**src/rtl/mcp_adder_host_driver.sv**
```systemverilog
// Host-side initiator for the serial-load / indexed-readback adder test port.
// Define MCP_DRV_CHECK_EN to add the registered reference adder that drives error.
module mcp_adder_host_driver #(
    parameter int BITS       = 64,
    parameter int SETTLE     = 2,
    parameter int SAMPLE_DLY = 1
) (
    input  logic                    clk,
    input  logic                    rst_n,
    input  logic                    start,
    input  logic [BITS-1:0]         x_in,
    input  logic [BITS-1:0]         y_in,
    output logic                    ser_x,
    output logic                    ser_y,
    output logic                    shift_en,
    output logic [$clog2(BITS)-1:0] bit_sel,
    input  logic                    sum_bit,
    output logic                    busy,
    output logic                    done,
    output logic [BITS-1:0]         result,
    output logic                    error
);

    // state    | meaning
    // S_IDLE   | waiting for start
    // S_SHIFT  | operands streamed out MSB first with shift_en high
    // S_SETTLE | DUT sum register settling, shift_en low
    // S_SELECT | bit_sel held; sum_bit captured on last edge of window
    // S_DONE   | one-cycle done pulse

    localparam int IDX_W   = $clog2(BITS);
    localparam int CNT_A   = (BITS > SETTLE) ? BITS : SETTLE;
    localparam int CNT_MAX = (CNT_A > SAMPLE_DLY + 1) ? CNT_A : SAMPLE_DLY + 1;
    localparam int CNT_W   = $clog2(CNT_MAX + 1);

    typedef enum logic [2:0] {
        S_IDLE,
        S_SHIFT,
        S_SETTLE,
        S_SELECT,
        S_DONE
    } state_t;

    state_t            state_q, state_d;
    logic [CNT_W-1:0]  cnt_q, cnt_d;
    logic [BITS-1:0]   sx_q, sx_d;
    logic [BITS-1:0]   sy_q, sy_d;
    logic              ser_x_q, ser_x_d;
    logic              ser_y_q, ser_y_d;
    logic              shift_en_q, shift_en_d;
    logic [IDX_W-1:0]  bit_sel_q, bit_sel_d;
    logic              busy_q, busy_d;
    logic              done_q, done_d;
    logic [BITS-1:0]   result_q, result_d;
    logic              error_q, error_d;
`ifdef MCP_DRV_CHECK_EN
    logic [BITS-1:0]   ref_q, ref_d;
`endif

    always_comb begin
        state_d    = state_q;
        cnt_d      = cnt_q;
        sx_d       = sx_q;
        sy_d       = sy_q;
        ser_x_d    = ser_x_q;
        ser_y_d    = ser_y_q;
        shift_en_d = shift_en_q;
        bit_sel_d  = bit_sel_q;
        busy_d     = busy_q;
        done_d     = 1'b0;
        result_d   = result_q;
`ifdef MCP_DRV_CHECK_EN
        error_d    = error_q;
        ref_d      = ref_q;
`else
        error_d    = 1'b0;
`endif

        unique case (state_q)
            S_IDLE: begin
                if (start) begin
                    state_d    = S_SHIFT;
                    // MSB goes out right away; the shift regs keep the remaining bits
                    ser_x_d    = x_in[BITS-1];
                    ser_y_d    = y_in[BITS-1];
                    sx_d       = {x_in[BITS-2:0], 1'b0};
                    sy_d       = {y_in[BITS-2:0], 1'b0};
                    shift_en_d = 1'b1;
                    busy_d     = 1'b1;
                    cnt_d      = CNT_W'(BITS - 1);
                    bit_sel_d  = '0;
                    result_d   = '0;
                    error_d    = 1'b0;
`ifdef MCP_DRV_CHECK_EN
                    ref_d      = x_in + y_in;
`endif
                end
            end

            S_SHIFT: begin
                if (cnt_q == '0) begin
                    state_d    = S_SETTLE;
                    shift_en_d = 1'b0;
                    ser_x_d    = 1'b0;
                    ser_y_d    = 1'b0;
                    cnt_d      = CNT_W'(SETTLE - 1);
                end else begin
                    ser_x_d = sx_q[BITS-1];
                    ser_y_d = sy_q[BITS-1];
                    sx_d    = {sx_q[BITS-2:0], 1'b0};
                    sy_d    = {sy_q[BITS-2:0], 1'b0};
                    cnt_d   = cnt_q - CNT_W'(1);
                end
            end

            S_SETTLE: begin
                if (cnt_q == '0) begin
                    state_d   = S_SELECT;
                    bit_sel_d = '0;
                    cnt_d     = CNT_W'(SAMPLE_DLY);
                end else begin
                    cnt_d = cnt_q - CNT_W'(1);
                end
            end

            S_SELECT: begin
                if (cnt_q == '0) begin
                    result_d[bit_sel_q] = sum_bit;
                    if (bit_sel_q == IDX_W'(BITS - 1)) begin
                        state_d   = S_DONE;
                        done_d    = 1'b1;
                        busy_d    = 1'b0;
                        bit_sel_d = '0;
`ifdef MCP_DRV_CHECK_EN
                        error_d   = (result_d != ref_q);
`endif
                    end else begin
                        bit_sel_d = bit_sel_q + IDX_W'(1);
                        cnt_d     = CNT_W'(SAMPLE_DLY);
                    end
                end else begin
                    cnt_d = cnt_q - CNT_W'(1);
                end
            end

            S_DONE: begin
                state_d = S_IDLE;
            end

            default: begin
                state_d = S_IDLE;
            end
        endcase
    end

    always_ff @(posedge clk or negedge rst_n) begin
        if (!rst_n) begin
            state_q    <= S_IDLE;
            cnt_q      <= '0;
            sx_q       <= '0;
            sy_q       <= '0;
            ser_x_q    <= 1'b0;
            ser_y_q    <= 1'b0;
            shift_en_q <= 1'b0;
            bit_sel_q  <= '0;
            busy_q     <= 1'b0;
            done_q     <= 1'b0;
            result_q   <= '0;
            error_q    <= 1'b0;
        end else begin
            state_q    <= state_d;
            cnt_q      <= cnt_d;
            sx_q       <= sx_d;
            sy_q       <= sy_d;
            ser_x_q    <= ser_x_d;
            ser_y_q    <= ser_y_d;
            shift_en_q <= shift_en_d;
            bit_sel_q  <= bit_sel_d;
            busy_q     <= busy_d;
            done_q     <= done_d;
            result_q   <= result_d;
            error_q    <= error_d;
        end
    end

`ifdef MCP_DRV_CHECK_EN
    always_ff @(posedge clk or negedge rst_n) begin
        if (!rst_n) begin
            ref_q <= '0;
        end else begin
            ref_q <= ref_d;
        end
    end
`endif

    assign ser_x    = ser_x_q;
    assign ser_y    = ser_y_q;
    assign shift_en = shift_en_q;
    assign bit_sel  = bit_sel_q;
    assign busy     = busy_q;
    assign done     = done_q;
    assign result   = result_q;
    assign error    = error_q;

endmodule

```
**config.mk**
```make
export PLATFORM = sky130hd
export DESIGN_NAME = mcp_adder_host_driver
export DESIGN_NICKNAME = d
export VERILOG_FILES = /design/src/rtl/mcp_adder_host_driver.sv
export SDC_FILE = /design/constraint.sdc
export NUM_CORES = 1
export LEC_CHECK = 0
export ABC_CLOCK_PERIOD_IN_PS = 2670
export CAP_MARGIN = 30
export CORE_MARGIN = 4
export CORE_UTILIZATION = 54
export CTS_BUF_LIST = sky130_fd_sc_hd__clkbuf_8
export CTS_CLUSTER_SIZE = 14
export DETAILED_ROUTE_END_ITERATION = 16
export PLACE_DENSITY = 0.93
export SETUP_SLACK_MARGIN = 0.15
export SLEW_MARGIN = 15
export SYNTH_ARGS = -nofsm -noshare
export SYNTH_HDL_FRONTEND = slang
export SYNTH_SLANG_ARGS = --single-unit
```
**constraint.sdc**
```tcl
create_clock -name clk -period 2.67 [get_ports clk]
set_clock_uncertainty 0.1 [all_clocks]
set_input_delay 0.534 -clock clk [delete_from_list [all_inputs] [get_ports clk]]
set_output_delay 0.534 -clock clk [all_outputs]
set_load 0.01 [all_outputs]
```
# Yosys cells after proc, flatten, opt, wreduce, memory -nomap -nowiden
# Index checks and enable logic that the tools add are counted.
[op_classes]
n_eq_ne = 11
n_addsub = 2
muxes = 43
magnitude_cmp = 2
n_reduce_logical = 16
[ops]
columns = ["cell", "count"]
rows = [
  ["2-to-1 mux 64 bit", 6],
  ["one-hot mux 64 bit (2 select lines)", 3],
  ["bitwise mux 64 bit", 1],
  ["2-to-1 mux 7 bit", 4],
  ["2-to-1 mux 6 bit", 4],
  ["one-hot mux 7 bit (3 select lines)", 1],
  ["one-hot mux 6 bit (3 select lines)", 1],
  ["2-to-1 mux 3 bit", 5],
  ["2-to-1 mux 1 bit", 12],
  ["inequality test 2 bit, second input constant", 6],
  ["one-hot mux 3 bit (4 select lines)", 1],
  ["AND reduction 3 bit", 4],
  ["one-hot mux 1 bit (2 select lines)", 4],
  ["AND reduction 4 bit", 2],
  ["zero test 7 bit", 1],
  ["< comparator 6 x 7 -> 1 bit, second input constant", 1],
  ["subtractor 7 x 1 -> 7 bit, second input constant", 1],
  ["adder 6 x 1 -> 6 bit, second input constant", 1],
  ["demux 1 bit (select 6 bit)", 1],
  ["== test 3 x 2 -> 1 bit, second input constant", 2],
  ["== test 6 bit, second input constant", 1],
  [">= comparator 6 x 1 -> 1 bit, second input constant", 1],
  ["nonzero test 3 bit", 2],
  ["AND reduction 5 bit", 1],
  ["7 further kinds", 8],
]
[word_totals]
elab_cells = 85
regBits = 213

# Logic depth before layout (Yosys ltp)
[depth]
word_depth = 7
mapped_depth = 8
depth_no_buf = 6

# Worst setup path before layout
# No wires, ideal clock.
[synth_path]
path_kind = "flip-flop to flip-flop"
start = "reg cnt_q[0]"
end = "reg sx_q[10]"
arrival_time_ps = 1987
required_ps = 2442
path_buffers = 2
path_stages_with_launch = 9
slack_ps = 455
setup_ps = 128
cell_sequence = "dfrtp_1 > inv_1 > ha_1 > or3b_2 > nor2_2 > o21ai_2 > buf_6 > buf_2 > mux2_1"
[synth_between]
elab_chain_cells = 3
[synth_lines]
columns = ["element", "line", "source"]
rows = [
  ["from (decl)", "45", "logic [CNT_W-1:0] cnt_q, cnt_d;"],
  ["from (signal assigned)", "172", "cnt_q <= cnt_d;"],
  ["zero test 7 bit", "101", "if (cnt_q == '0) begin"],
  ["inequality test 2 bit (no line)", "n/a", ""],
  ["AND reduction 3 bit (no line)", "n/a", ""],
  ["to (signal assigned)", "160", "sx_q <= '0;"],
  ["to (signal assigned)", "173", "sx_q <= sx_d;"],
  ["to (decl)", "46", "logic [BITS-1:0] sx_q, sx_d;"],
]
# No other way between the ends.
# A chain may end at the register's enable or synchronous reset.

# Worst setup path after layout
[layout_path]
start = "reg cnt_q[0]"
end = "reg sx_q[11]"
# The elaborated chain is that of the path after synthesis.

==> results.py <==
metrics = {
    "critical_path": {
        "setup.reg_to_reg.worst_slack_ns": 0.27,
        "crit_path_max_incr_delay_ns": 0.54,
        "worst_ep_arrival_time_ns": 2.70,
        "critPathRequiredTime_ns": 2.96,
        "cp_slowest_cell": "sky130_fd_sc_hd__or3b_2",
        "reg2reg_depth": 7,
        "critical_path_class": "flip-flop to flip-flop",
        "setup.worst_path.end_class": "flip-flop",
        "setup.worst_path.start_class": "flip-flop",
        "worstReg2RegStart": "cnt_q[0]$_DFFE_PN0P_",
        "crit_fanout": 101,
        "startpoint": "cnt_q[0]$_DFFE_PN0P_",
        "cp_cell_sequence": "inv_1 -> ha_1 -> or3b_2 -> nor2_4 -> o21ai_4 -> buf_12 -> mux2_1",
        "worstReg2RegEnd": "sx_q[11]$_DFFE_PN0P_",
    },
    "yosys": {
        "yosys.area.top_type": "sky130_fd_sc_hd__dfrtp_1",
        "synth.top_cells.by_area": "sky130_fd_sc_hd__dfrtp_1 51%, sky130_fd_sc_hd__mux2_2 25%, sky130_fd_sc_hd__o21ai_0 5.5%",
        "synth_fp_nets": 994,
        "synthDistinctLibCells": 58,
        "syn-instance-count": 859,
        "yosys_register_bits": 211,
        "synth_seq_area_share_pct": 51.3,
        "post-synth-top-area-fraction_pct": 51.3,
        "synth_ff_type": "sky130_fd_sc_hd__dfrtp_1",
        "yosysWarnings": 0,
        "synth.avg_cell_area_um2": 12.0,
        "ys_async_sr_fraction_pct": 100,
        "synth_enable_flop_cells": 0,
        "mapped_area_mm2": 0.0103,
    },
    "sta": {
        "slew_violations": 0,
        "final.period_utilization_pct": 90.0,
        "rsz0062_at_grt": "false",
        "final_hold_viol_count": 0,
        "setup_violations": 0,
        "setup_total_negative_slack_ns": 0,
        "min_cycle_time_layout_ns": 2.40,
        "max_clock_freq_mhz": 416,
        "relSlewSlack_pct": 46.9,
        "tightestPinTransition_ns": 0.791,
    },
    "clock_tree": {
        "cts-root-buf": "sky130_fd_sc_hd__clkbuf_8",
        "clock_sinks": 211,
        "clock_slew_at_the_register_clock_pins_of_the_worst_setup_and_hold_paths_ns": 0.06,
        "clock_latency_late_sink_ns": 0.54,
        "postCtsSetupRepairBufs": 0,
        "clk_path_buf_depth": 3,
        "cts_inserted_buffers": 37,
        "tritoncts": "yes",
        "htree_depth": 2,
    },
    "final_layout": {
        "share_of_layout_cells_above_drive_strength_1_pct": 29.8,
        "area_growth_syn_to_layout_pct": 30.5,
        "final_common_cell": "sky130_fd_sc_hd__mux2_2",
        "finish.net_count": 1202,
        "top_library_cells_by_usage_in_the_layout_fill_and_taps_aside": "229 x sky130_fd_sc_hd__mux2_2, 208 x sky130_fd_sc_hd__dfrtp_1, 205 x sky130_fd_sc_hd__clkdlybuf4s50_1",
        "final_cells": 1327,
    },
    "routing": {
        "route.detailed.vias_per_inst": 6.03,
        "drt-wirelength-per-cell_um": 20.5,
        "detail_route.iter0.violations": 521,
        "dr_vias": 8007,
        "antenna_violating_nets_post_route": 0,
        "finalWirelength_um": 27200,
        "drc_errors_left": 0,
        "detail_route.first_pass.iterations": 5,
    },
    "job": {
        "maxCapViolations": 0,
    },
    "floorplanning": {
        "fp.dieW_um": 146,
        "initial_utilization_pct": 55.0,
        "core_area_mm2": 0.0187,
        "die_area_mm2": 0.0213,
        "boundaryPins": 208,
        "die_height_um": 146,
        "placement_rows": 50,
    },
    "global_route": {
        "largest_net_degree_at_the_start_of_global_routing": 102,
        "groute.usage.overall_pct": 25.1,
        "grt_pass1_vias": 8509,
        "grt_first_pass_wirelength_um": 43900,
        "initial_antenna_violation_count": 1,
        "grt_overflow_total": 0,
    },
    "power_and_ir_drop": {
        "power_density_mw_per_mm2": 491,
        "p_leak_nw": 6.25,
        "power.ir.vdd_worst_mv": 0.509,
    },
    "min_path": {
        "timing.hold.worst.class": "flip-flop to flip-flop",
        "worstHoldStart": "sx_q[10]$_DFFE_PN0P_",
        "whs_path_depth": 1,
        "hold_path_end": "sx_q[10]$_DFFE_PN0P_",
    },
    "placed_design": {
        "placedCellCount": 1261,
        "detailedPlacementHpwl_um": 18800,
        "port_buffers": 206,
        "gp_routability_congestion": 0.885,
    },
    "outcome": {
        "outcome": "complete, no violations",
    },
}
-- Yosys cell counts (all sizes together), types with 3 or more instances --
| cell type | count |
|---|---|
| ha | 3 |
| nand3 | 10 |
| dfrtp | 211 |
| nor3 | 10 |
| inv | 8 |
| mux2 | 248 |
| clkbuf | 35 |
| nor3b | 8 |
| buf | 30 |
| o311ai | 13 |
| o21ai | 124 |
| a31oi | 5 |
| o31ai | 6 |
| a21oi | 55 |
| mux2i | 3 |
| nand3b | 5 |
| or3b | 4 |
| and3b | 7 |
| nor2 | 11 |
| nand2 | 29 |
-- cell type report --
| type | instances | area, µm² |
|---|---|---|
| tap | 234 | 293 |
| fill | 1221 | 5280 |
| multi-input combinational | 575 | 4720 |
| clock buffer | 49 | 674 |
| inverter | 8 | 30.0 |
| timing repair buffer | 234 | 2350 |
| clock inverter | 15 | 71.3 |
| antenna | 1 | 2.50 |
| sequential | 211 | 5280 |
-- state kept, by name (all words and copies together) (netlist names) --
signal    count
bit_sel       6
busy          1
cnt_q         7
done          1
result       64
ser_x         1
ser_y         1
shift_en      1
state_q       3
sx_q         63
sy_q         63
-- metrics by stage --
| stage | utilization [%] | power (mW) | hold slack, ns | worst slack (ns) | cell area, µm² |
|---|---|---|---|---|---|
| after global placement | 67.7 | 3.65 | 0.362 | 0.185 | 12700 |
| after detailed placement | 67.7 | 3.66 | 0.371 | 0.0956 | 12700 |
| final | 71.8 | 6.59 | 0.384 | 0.268 | 13400 |
| after global routing | 71.8 | 6.80 | 0.403 | 0.196 | 13400 |
| after CTS | 71.7 | 6.64 | 0.385 | 0.167 | 13400 |
| after floorplan | - | 3.35 | 0.138 | 0.455 | 10300 |
-- worst max path at each step --
stage	to
global route	sx_q[7]$_DFFE_PN0P_
CTS	bit_sel[1]
finish	sx_q[11]$_DFFE_PN0P_
floorplan	sx_q[10]$_DFFE_PN0P_
detailed placement	bit_sel[0]$_DFFE_PN0P_
global placement	bit_sel[0]$_DFFE_PN0P_
-- metal layers --
layer | wire [µm] | track usage [%]
met1 | 10100 | 29.8
met4 | 1190 | 11.6
met3 | 2450 | 6.61
met5 | 0 | 0
met2 | 13500 | 42.9
-- critical path, delay by kind of cell, from the launching register on --
family                     cells  cell delay [ns]
buffers and inverters          2             0.32
and+or+nand+nor                2             0.73
AOI/OAI and AO/OA              1             0.10
adders and majority gates      1             0.16
DFF                            1             0.40
muxes                          1             0.39
-- kinds of logic after synthesis --
family          synth area share, %
compound gates                 12.1
mux                            27.4
buf+inv                        3.09
simple gates                   5.64
other cells                  0.0364
fa+ha+maj                     0.365
flops                          51.3
-- where the power goes --
part	total [mW]	internal (mW)	switching, mW
Clock	2.98	1.64	1.34
Sequential	3.25	3.23	0.0206
Combinational	0.357	0.224	0.133
Total	6.59	5.09	1.49
-- what timing repair did --
item | 4_1_cts | 5_1_grt
hold endpoints to repair | 60 | 0
resized for setup | 2 | 2
setup endpoints to repair | 2 | 17
hold buffers | 1 | 0
(Power assumes the default switching activity.)
